## config.mk

```make
export PLATFORM = sky130hd
export DESIGN_NAME = usart_rx_param_flat
export DESIGN_NICKNAME = d
export VERILOG_FILES = /design/src/rtl/usart_pkg.sv /design/src/rtl/usart_rx_param_if.sv /design/src/rtl/usart_rx_sampler.sv /design/src/rtl/usart_rx_param.sv /design/src/flat_wrapper.sv
export SDC_FILE = /design/constraint.sdc
export NUM_CORES = 1
export LEC_CHECK = 0
export CAP_MARGIN = 15
export CORE_ASPECT_RATIO = 1.4
export CORE_MARGIN = 2
export CORE_UTILIZATION = 50
export DETAILED_ROUTE_END_ITERATION = 7
export GPL_ROUTABILITY_DRIVEN = 0
export GPL_TIMING_DRIVEN = 0
export PLACE_DENSITY = 0.74
export SLEW_MARGIN = 20
export SYNTH_ARGS = -nofsm -noshare
export SYNTH_HDL_FRONTEND = slang
export SYNTH_HIERARCHICAL = 1
export SYNTH_SLANG_ARGS = --single-unit
```

## constraint.sdc

```tcl
create_clock -name sys_clk -period 4.6 [get_ports sys_clk]
set_input_delay 0.69 -clock sys_clk [delete_from_list [all_inputs] [get_ports sys_clk]]
set_output_delay 0.69 -clock sys_clk [all_outputs]
set_load 0.02 [all_outputs]
```

## src/rtl/usart_pkg.sv

```systemverilog
// Shared types for the parametrised UART receiver: FSM states, parity modes, bit-timer sizing.
// Pure declarations; no clocked logic.
package usart_pkg;

  typedef enum logic [2:0] {
    IDLE,
    START,
    DATA,
    PARITY,
    STOP,
    WAIT_IDLE
  } rx_state_e;

  localparam int PAR_NONE = 0;
  localparam int PAR_ODD  = 1;
  localparam int PAR_EVEN = 2;

  function automatic int calc_bps_cnt(input int clk_freq, input int uart_bps);
    return clk_freq / uart_bps;
  endfunction

  function automatic int calc_cnt_w(input int bps_cnt);
    return $clog2(bps_cnt);
  endfunction

endpackage

```

## src/rtl/usart_rx_param_if.sv

```systemverilog
// Receiver-side bundle: serial line in, received word plus status out.
// master = receiver, slave = the serial pin driver / word consumer.
interface usart_rx_param_if #(
  parameter int DATA_BITS = 8
);
  logic                 usart_rxd;
  logic [DATA_BITS-1:0] uart_data;
  logic                 uart_done;
  logic                 parity_err;
  logic                 frame_err;
  logic                 busy;

  modport master (
    input  usart_rxd,
    output uart_data, uart_done, parity_err, frame_err, busy
  );

  modport slave (
    output usart_rxd,
    input  uart_data, uart_done, parity_err, frame_err, busy
  );
endinterface

```

## src/rtl/usart_rx_sampler.sv

```systemverilog
// Line synchroniser, bit timer and mid-bit sampler; bit_vld_o at count BPS_CNT/2, or one cycle
// after the third sample when USART_RX_MAJORITY_EN selects 2-of-3 voting. No backpressure.
module usart_rx_sampler
  import usart_pkg::*;
#(
  parameter int BPS_CNT = 434
) (
  input  logic clk_i,
  input  logic rst_i,
  input  logic rxd_i,
  input  logic run_i,
  input  logic start_i,
  output logic line_o,
  output logic fall_o,
  output logic bit_o,
  output logic bit_vld_o
);

  localparam int              CNT_W = calc_cnt_w(BPS_CNT);
  localparam logic [CNT_W-1:0] HALF = CNT_W'(BPS_CNT / 2);
  localparam logic [CNT_W-1:0] LAST = CNT_W'(BPS_CNT - 1);

  logic             rx_s1_q, rx_s2_q, rx_prev_q;
  logic [CNT_W-1:0] cnt_q, cnt_d;

  // Sync chain resets high so an idle line never looks like a start edge.
  always_ff @(posedge clk_i or posedge rst_i) begin
    if (rst_i) begin
      rx_s1_q   <= 1'b1;
      rx_s2_q   <= 1'b1;
      rx_prev_q <= 1'b1;
      cnt_q     <= '0;
    end else begin
      rx_s1_q   <= rxd_i;
      rx_s2_q   <= rx_s1_q;
      rx_prev_q <= rx_s2_q;
      cnt_q     <= cnt_d;
    end
  end

  always_comb begin
    cnt_d = '0;
    if (start_i) begin
      cnt_d = '0;
    end else if (run_i) begin
      cnt_d = (cnt_q == LAST) ? '0 : cnt_q + CNT_W'(1);
    end
  end

  assign line_o = rx_s2_q;
  assign fall_o = rx_prev_q & ~rx_s2_q;

`ifdef USART_RX_MAJORITY_EN
  localparam logic [CNT_W-1:0] HALF_M1 = CNT_W'(BPS_CNT / 2 - 1);
  localparam logic [CNT_W-1:0] HALF_P1 = CNT_W'(BPS_CNT / 2 + 1);

  logic samp_a_q, samp_b_q, maj_q, vld_q;

  always_ff @(posedge clk_i or posedge rst_i) begin
    if (rst_i) begin
      samp_a_q <= 1'b1;
      samp_b_q <= 1'b1;
      maj_q    <= 1'b1;
      vld_q    <= 1'b0;
    end else begin
      if (cnt_q == HALF_M1) samp_a_q <= rx_s2_q;
      if (cnt_q == HALF)    samp_b_q <= rx_s2_q;
      vld_q <= run_i & (cnt_q == HALF_P1);
      if (cnt_q == HALF_P1) begin
        maj_q <= (samp_a_q & samp_b_q) | (samp_a_q & rx_s2_q) | (samp_b_q & rx_s2_q);
      end
    end
  end

  assign bit_o     = maj_q;
  assign bit_vld_o = vld_q;
`else
  assign bit_o     = rx_s2_q;
  assign bit_vld_o = run_i & (cnt_q == HALF);
`endif

endmodule

```

## src/rtl/usart_rx_param.sv

```systemverilog
// Parametrised UART receiver; uart_done one cycle after the last stop-bit sample (+1 with
// USART_RX_MAJORITY_EN). No backpressure: each word is strobed once and held until the next.
module usart_rx_param
  import usart_pkg::*;
#(
  parameter int CLK_FREQ  = 50000000,
  parameter int UART_BPS  = 115200,
  parameter int DATA_BITS = 8,
  parameter int PARITY    = 0,
  parameter int STOP_BITS = 1
) (
  input logic sys_clk,
  input logic sys_rst,
  usart_rx_param_if.master bus
);

  localparam int BPS_CNT = calc_bps_cnt(CLK_FREQ, UART_BPS);

  if (BPS_CNT < 16) begin : g_bps_too_small
    $error("usart_rx_param: CLK_FREQ/UART_BPS must be at least 16");
  end
  if (DATA_BITS < 5 || DATA_BITS > 9) begin : g_bad_data_bits
    $error("usart_rx_param: DATA_BITS must be 5..9");
  end
  if (STOP_BITS < 1 || STOP_BITS > 2) begin : g_bad_stop_bits
    $error("usart_rx_param: STOP_BITS must be 1 or 2");
  end

  localparam logic [3:0] LAST_DATA = 4'(DATA_BITS - 1);
  localparam logic       LAST_STOP = 1'(STOP_BITS - 1);

  rx_state_e            state_q, state_d;
  logic [3:0]           bit_idx_q, bit_idx_d;
  logic                 stop_idx_q, stop_idx_d;
  logic [DATA_BITS-1:0] shift_q, shift_d;
  logic                 perr_acc_q, perr_acc_d;
  logic                 ferr_acc_q, ferr_acc_d;
  logic [DATA_BITS-1:0] data_q, data_d;
  logic                 done_q, done_d;
  logic                 perr_q, perr_d;
  logic                 ferr_q, ferr_d;
  logic                 ferr_now;
  logic                 par_exp;

  logic line, fall, samp_bit, samp_vld, run, start;

  assign run   = (state_q == START) || (state_q == DATA) ||
                 (state_q == usart_pkg::PARITY) || (state_q == STOP);
  assign start = (state_q == IDLE) & fall;

  usart_rx_sampler #(
    .BPS_CNT (BPS_CNT)
  ) u_sampler (
    .clk_i     (sys_clk),
    .rst_i     (sys_rst),
    .rxd_i     (bus.usart_rxd),
    .run_i     (run),
    .start_i   (start),
    .line_o    (line),
    .fall_o    (fall),
    .bit_o     (samp_bit),
    .bit_vld_o (samp_vld)
  );

  always_ff @(posedge sys_clk or posedge sys_rst) begin
    if (sys_rst) begin
      state_q    <= IDLE;
      bit_idx_q  <= '0;
      stop_idx_q <= 1'b0;
      shift_q    <= '0;
      perr_acc_q <= 1'b0;
      ferr_acc_q <= 1'b0;
      data_q     <= '0;
      done_q     <= 1'b0;
      perr_q     <= 1'b0;
      ferr_q     <= 1'b0;
    end else begin
      state_q    <= state_d;
      bit_idx_q  <= bit_idx_d;
      stop_idx_q <= stop_idx_d;
      shift_q    <= shift_d;
      perr_acc_q <= perr_acc_d;
      ferr_acc_q <= ferr_acc_d;
      data_q     <= data_d;
      done_q     <= done_d;
      perr_q     <= perr_d;
      ferr_q     <= ferr_d;
    end
  end

  // Odd parity expects the bit that makes the total count of ones odd.
  assign par_exp = (PARITY == PAR_ODD) ? ~(^shift_q) : ^shift_q;

  always_comb begin
    state_d    = state_q;
    bit_idx_d  = bit_idx_q;
    stop_idx_d = stop_idx_q;
    shift_d    = shift_q;
    perr_acc_d = perr_acc_q;
    ferr_acc_d = ferr_acc_q;
    data_d     = data_q;
    done_d     = 1'b0;
    perr_d     = perr_q;
    ferr_d     = ferr_q;
    ferr_now   = ferr_acc_q | ~samp_bit;

    case (state_q)
      IDLE: begin
        if (fall) begin
          state_d    = START;
          bit_idx_d  = '0;
          stop_idx_d = 1'b0;
          perr_acc_d = 1'b0;
          ferr_acc_d = 1'b0;
        end
      end
      START: begin
        if (samp_vld) state_d = samp_bit ? IDLE : DATA;
      end
      DATA: begin
        if (samp_vld) begin
          shift_d = {samp_bit, shift_q[DATA_BITS-1:1]};
          if (bit_idx_q == LAST_DATA) begin
            state_d = (PARITY != PAR_NONE) ? usart_pkg::PARITY : STOP;
          end else begin
            bit_idx_d = bit_idx_q + 4'd1;
          end
        end
      end
      usart_pkg::PARITY: begin
        if (samp_vld) begin
          perr_acc_d = samp_bit ^ par_exp;
          state_d    = STOP;
        end
      end
      STOP: begin
        if (samp_vld) begin
          ferr_acc_d = ferr_now;
          if (stop_idx_q == LAST_STOP) begin
            done_d  = 1'b1;
            data_d  = shift_q;
            perr_d  = perr_acc_q;
            ferr_d  = ferr_now;
            // A low final stop sample means break; park until the line recovers.
            state_d = (ferr_now & ~samp_bit) ? WAIT_IDLE : IDLE;
          end else begin
            stop_idx_d = 1'b1;
          end
        end
      end
      WAIT_IDLE: begin
        if (line) state_d = IDLE;
      end
      default: state_d = IDLE;
    endcase
  end

  assign bus.uart_data  = data_q;
  assign bus.uart_done  = done_q;
  assign bus.parity_err = perr_q;
  assign bus.frame_err  = ferr_q;
  assign bus.busy       = (state_q != IDLE);

endmodule
```

## src/flat_wrapper.sv

```systemverilog
// flat-port wrapper written by rule: the top's interface ports become plain ports
module usart_rx_param_flat import usart_pkg::*;
#(
  parameter int CLK_FREQ  = 50000000,
  parameter int UART_BPS  = 115200,
  parameter int DATA_BITS = 8,
  parameter int PARITY    = 0,
  parameter int STOP_BITS = 1
)
  (sys_clk, sys_rst, bus_usart_rxd, bus_uart_data, bus_uart_done, bus_parity_err, bus_frame_err, bus_busy);
  usart_rx_param_if #(.DATA_BITS(DATA_BITS)) bus_i ();
  input logic sys_clk;
  input logic sys_rst;
  input wire logic [$bits(bus_i.usart_rxd)-1:0] bus_usart_rxd;
  output wire logic [$bits(bus_i.uart_data)-1:0] bus_uart_data;
  output wire logic [$bits(bus_i.uart_done)-1:0] bus_uart_done;
  output wire logic [$bits(bus_i.parity_err)-1:0] bus_parity_err;
  output wire logic [$bits(bus_i.frame_err)-1:0] bus_frame_err;
  output wire logic [$bits(bus_i.busy)-1:0] bus_busy;
  assign bus_i.usart_rxd = bus_usart_rxd;
  assign bus_uart_data = bus_i.uart_data;
  assign bus_uart_done = bus_i.uart_done;
  assign bus_parity_err = bus_i.parity_err;
  assign bus_frame_err = bus_i.frame_err;
  assign bus_busy = bus_i.busy;
  usart_rx_param #(.CLK_FREQ(CLK_FREQ), .UART_BPS(UART_BPS), .DATA_BITS(DATA_BITS), .PARITY(PARITY), .STOP_BITS(STOP_BITS)) u_core (.sys_clk(sys_clk), .sys_rst(sys_rst), .bus(bus_i));
endmodule
```

# Word-level counts from Yosys, hierarchy flattened
# Index checks and enable logic that the tools add are counted.
[totals]
register_bits = 41
out_inout_bits = 12
elab_cells = 85
[classes]
add_sub_neg = 2
eq_ne = 17
muxes = 29
bitwise = 8
n_reduce_logical = 15
[op_table]
columns = ["op", "count"]
rows = [
  ["2-to-1 mux 3 bit", 9],
  ["2-to-1 mux 9 bit", 3],
  ["case mux 3 bit (6 select lines)", 1],
  ["2-to-1 mux 4 bit", 3],
  ["inequality test 2 x 1 -> 1 bit (second input constant)", 5],
  ["adder 9 x 1 -> 9 bit (second input constant)", 1],
  ["equality test 9 x 8 -> 1 bit (second input constant)", 1],
  ["equality test 9 bit (second input constant)", 1],
  ["AND reduction 3 bit", 3],
  ["2-to-1 mux 1 bit", 8],
  ["inequality test 2 bit (second input constant)", 4],
  ["case mux 4 bit (2 select lines)", 1],
  ["AND reduction 8 bit", 1],
  ["parity 8 bit", 1],
  ["equality test 3 x 2 -> 1 bit (second input constant)", 2],
  ["equality test 3 bit (second input constant)", 2],
  ["case mux 1 bit (2 select lines)", 3],
  ["nonzero test 2 bit", 3],
  ["adder 4 x 1 -> 4 bit (second input constant)", 1],
  ["AND 1 bit", 4],
  ["equality test 4 x 3 -> 1 bit (second input constant)", 1],
  ["AND reduction 4 bit", 1],
  ["equality test 3 x 1 -> 1 bit (second input constant)", 1],
  ["zero test 3 bit", 1],
  ["other kinds (7)", 10],
]

# Depth between registers and ports, before layout
[depth]
depth_word = 7
depth_mapped = 12
ltp_nobuf = 9

# Hierarchy
# The synthesis kept the hierarchy.
[modules_own_cells]
columns = ["module", "n_inst", "cells_per_inst", "area_each_um2", "seq_area_each_um2"]
rows = [
  ["usart_rx_param", 1, 105, 1301.2, 700.7],
  ["usart_rx_sampler", 1, 51, 579.3, 304.0],
]

# Worst setup path after synthesis
# No wires, ideal clock.
[synth_timing]
path_type = "register to register"
startpoint = "register u_core.state_q[0]"
endpoint = "register u_core.perr_q, in the netlist u_core/bus.parity_err"
setup_ps = 125
arrival_time_ps = 2295
required_time_ps = 4475
setup_slack_ps = 2180
path_stages_with_launch = 12
n_path_buf = 4
cell_sequence = "dfrtp_1 -> buf_2 -> nor2_1 -> xnor2_1 -> inv_1 -> nor3_1 -> and4b_1 -> clkbuf_1 -> and3_1 -> clkbuf_1 -> buf_4 -> mux2_2"
[synth_via]
elab_chain_len = 6
word_cells_on_any_way = 9
classes_between = "eq/ne (4); bitwise (1); reduce/logical (4)"
[synth_rtl]
columns = ["item", "line", "source"]
rows = [
  ["start: declaration", "usart_rx_param.sv:32", "rx_state_e state_q, state_d;"],
  ["start signal: assignment", "usart_rx_param.sv:78", "state_q <= state_d;"],
  ["equality test 3 x 1 -> 1 bit or equality test 3 x 2 -> 1 bit (tied branches)", "usart_rx_param.sv:47", "assign run = (state_q == START) || (state_q == DATA) ||"],
  ["logical OR 1 bit (2 in a row)", "usart_rx_param.sv:47", ""],
  ["logical OR 1 bit *", "usart_rx_param.sv:48", "(state_q == usart_pkg::PARITY) || (state_q == STOP);"],
  ["via u_core.run", "usart_rx_param.sv:45", "logic line, fall, samp_bit, samp_vld, run, start;"],
  ["AND 1 bit *", "usart_rx_sampler.sv:79", "assign bit_vld_o = run_i & (cnt_q == HALF);"],
  ["via u_core.samp_vld", "usart_rx_param.sv:45", ""],
  ["AND reduction 3 bit (no source line) *", "n/a", ""],
  ["end signal: assignment", "usart_rx_param.sv:86", "perr_q <= perr_d;"],
  ["end: declaration", "usart_rx_param.sv:40", "logic perr_q, perr_d;"],
]
# Mark *: on every way through the listed nets, which the timed path passes. The rest lies on a longest branch.
# A chain may end at the register's enable or synchronous reset.

# Worst setup path after layout
[layout_timing]
startpoint = "register u_core.state_q[0]"
endpoint = "register u_core.data_q[5], in the netlist u_core/bus.uart_data[5]"
[layout_via]
elab_chain_len = 6
word_cells_on_any_way = 9
classes_between = "eq/ne (4); bitwise (1); reduce/logical (4)"
[layout_rtl]
columns = ["item", "line", "source"]
rows = [
  ["equality test 3 x 1 -> 1 bit or equality test 3 x 2 -> 1 bit (tied branches)", "usart_rx_param.sv:47", ""],
  ["logical OR 1 bit (2 in a row)", "usart_rx_param.sv:47", ""],
  ["logical OR 1 bit *", "usart_rx_param.sv:48", ""],
  ["via u_core.run", "usart_rx_param.sv:45", ""],
  ["AND 1 bit *", "usart_rx_sampler.sv:79", ""],
  ["via u_core.samp_vld", "usart_rx_param.sv:45", ""],
  ["AND reduction 3 bit (no source line) *", "n/a", ""],
  ["end signal: assignment", "usart_rx_param.sv:84", "data_q <= data_d;"],
  ["end: declaration", "usart_rx_param.sv:38", "logic [DATA_BITS-1:0] data_q, data_d;"],
]
# Marks and branches as above.

==> metrics.md <==
| Metric | Value |
|---|---|
| Status | `complete, no violations` |
| MaxCap Viol Count | `0` |
| Max-slew headroom | `0.565` |
| Clock-pin slew on the worst setup and hold paths | `~0.070 ns` |
| Final Cycle Share | `0.609` |
| Synthesized area | `1880 um2` |
| Num CTS Buffers | `5` |
| CP Capture Type | `flop` |
| Crit path time final | `about 2.8 ns` |
| Total vias in the final route | `around 1200` |
| Post-cts resize count | `0` |
| Max Slew Vio Count | `0` |
| Core ar. | `between 3000 and 4000 um2` |
| LEAKAGE | `1.00 nW` |
| Min Hold Slack | `around 0.36 ns` |
| Initial core utilization | `0.516` |
| PwrDens | `about 410 nW/um2` |
| Port-buffer cells | `14` |
| Mean Syn Cell Area | `12.1 um2` |
| Drt pass-1 iters | `4` |
| Syn Inst Count | `around 160` |
| First-pass GRT wire length | `5.73 mm` |
| Number of setup buffers added after CTS | `0` |
| Worst-Margin Slew | `around 0.65 ns` |
| Vias in the first global route | `1294` |
| Hold-fix buffers at CTS | `0` |
| Maximum clock frequency | `around 360 MHz` |
| Max VDD drop | `between 0.3 and 0.4 mV` |
| Final setup violation count | `0` |
| Post-layout util | `0.605` |
| Die W | `~56 um` |
| Worst-path fanout max | `10` |
| Post-DP HPWL | `roughly 2.4 mm` |
| Clock skew | `between 0.006 and 0.007 ns` |
| CP Data Required Time | `4.77 ns` |
| Yosys warns | `6` |
| Sequential element share of the synthesized area | `0.534` |
| Final nets | `183` |
| Fin. Hold Viols | `0` |
| Hold crit path type | `flop to flop` |
| Total gr overflow | `0` |
| Syn_nets | `about 160` |
| Ant. Diodes | `0` |
| Die area | `4270 um2` |
| Leading cell type in the layout, fill and taps excluded | `dfrtp_1` |
| Post-DRT Antenna Nets | `0` |
| Largest net degree at the start of global routing | `29` |
| Worst setup path class | `flop to flop` |
| Setup TNS | `0 ns` |
| CP Launch Type | `flop` |
| Clock Sinks | `40` |
| Share of post-route cells with drive strength above 1 | `0.247` |
| Critical Path AT | `between 2 and 3 ns` |
| Syn-to-layout area delta | `17.3%` |
| RSZ-0062 raised after global routing | `no` |
| Initial antenna violation count | `0` |
| Yosys reg bits | `40` |
| Final total power | `0.901 mW` |
| Clock latency on the worst-skew pair | `slightly below 0.3 ns` |
| Most frequent cells in the layout | `dfrtp_1, mux2_2, clkdlybuf4s50_1` |
| H-tree Lvls | `2` |
| WL final | `around 3.3 mm` |
| Initial DRC count | `16` |
| Die Ht | `between 70 and 80 um` |
| CTS max path bufs | `2` |
| Root Buffer | `clkbuf_8` |
| Total track usage | `0.174` |
| Yosys cell types | `40` |
| Vias/cell | `roughly 5.6` |
| CTS tree | `done` |
| IO Count | `15` |
| FP Rows | `26` |
| WL per Instance | `about 15 um` |
| DRC viols | `0` |
## registers in the layout, summed over array words and instances (netlist names), 3 cells and up
signal / count
u_core/bus.uart_data: 8
u_core/bit_idx_q: 4
u_core/state_q: 3
u_core/shift_q: 8
u_core/u_sampler/cnt_q: 9
## worst paths after layout
check                                              start                        end  slack, ns  depth (start not counted)
worst min register to register  u_core/u_sampler/rx_s1_q     u_core/u_sampler/bit_o       0.36                          0
max in group asynchronous                        sys_rst        u_core/bit_idx_q[0]       3.40                          2
worst max-delay path                   u_core/state_q[0]    u_core/bus.uart_data[5]       1.80                         11
worst max register to register         u_core/state_q[0]    u_core/bus.uart_data[5]       1.80                         11
worst min-delay path            u_core/u_sampler/rx_s1_q     u_core/u_sampler/bit_o       0.36                          0
min in group asynchronous                        sys_rst  u_core/u_sampler/cnt_q[0]       0.76                          2
## cells by family after synthesis
kind of cell	synth area share
simple gates	0.138
mux	0.124
flops	0.534
xor+xnor	0.0632
buf+inv	0.0412
fa+ha+maj	0.0200
compound gates	0.0792
## synthesized netlist by cell type
cell      count  area [um2]
dfrtp_1      37         926
mux2_2       19         214
o21ai_0       9        45.0
inv_1         8        30.0
nand3_1       7        35.0
nand2_1       6        22.5
nor2_1        6        22.5
or3_1         6        37.5
xnor2_1       6        52.6
xor2_1        5        43.8
a21oi_2       4        35.0
a31oi_1       3        18.8
clkbuf_1      3        11.3
dfstp_2       3        78.8
ha_1          3        37.5
a21oi_1       2        10.0
buf_2         2        10.0
buf_4         2        15.0
mux2i_1       2        20.0
nand4_1       2        12.5
nor2_2        2        12.5
a211oi_1      1        7.51
a311o_1       1        10.0
a32oi_1       1        8.76
and2_1        1        6.26
and3_1        1        6.26
and3b_1       1        8.76
and4b_1       1        10.0
and4bb_1      1        12.5
buf_6         1        11.3
nand3b_1      1        7.51
nand4b_1      1        8.76
nor2_4        1        11.3
nor2b_1       1        6.26
nor3_1        1        5.00
nor3b_4       1        18.8
nor4b_2       1        15.0
o21a_1        1        7.51
o22ai_1       1        6.26
xnor3_1       1        22.5
## worst max-delay path, stage by stage, from the launching register on
cell and delay (ns):
dfrtp_1 0.35, buf_2 0.18, nor2_1 0.25, xnor2_1 0.16, inv_1 0.08, nor3_1 0.15, and4b_1 0.20, clkbuf_1 0.30
and3_1 0.21, clkbuf_1 0.22, buf_4 0.23, mux2_2 0.35
## where the power goes
part           internal [mW]  leakage [nW]  switching (mW)
Clock                  0.217        0.0654           0.114
Sequential             0.372         0.543          0.0213
Combinational         0.0751         0.393           0.102
Total                  0.664          1.00           0.237
## layout make-up
type	count	area (um2)
repair buffers	14	140
well taps	42	52.6
plain buffers	8	47.5
fillers	300	1440
flip-flops and latches	40	1000
clock buffers	6	72.6
clock inverters	2	60.1
multi-input cells	100	798
inverters	8	30.0
## through the flow
stage / worst slack, ns / cell area, um2 / cells
2_1_floorplan: 2.18 / 1880 / 156
3_3_place_gp: 1.91 / 2070 / 212
3_5_place_dp: 1.80 / 2070 / 212
4_1_cts: 1.79 / 2210 / 220
5_1_grt: 1.55 / 2210 / 220
6_report: 1.80 / 2210 / 220
## per-layer routing
layer,vias up,track usage,part of all wire
met3,4,0.0492,0.029
met5,-,0,0
met1,627,0.180,0.39
li1,583,-,-
met2,16,0.317,0.56
met4,0,0.0833,0.012
No activity file was read; power rests on OpenSTA's default activity.
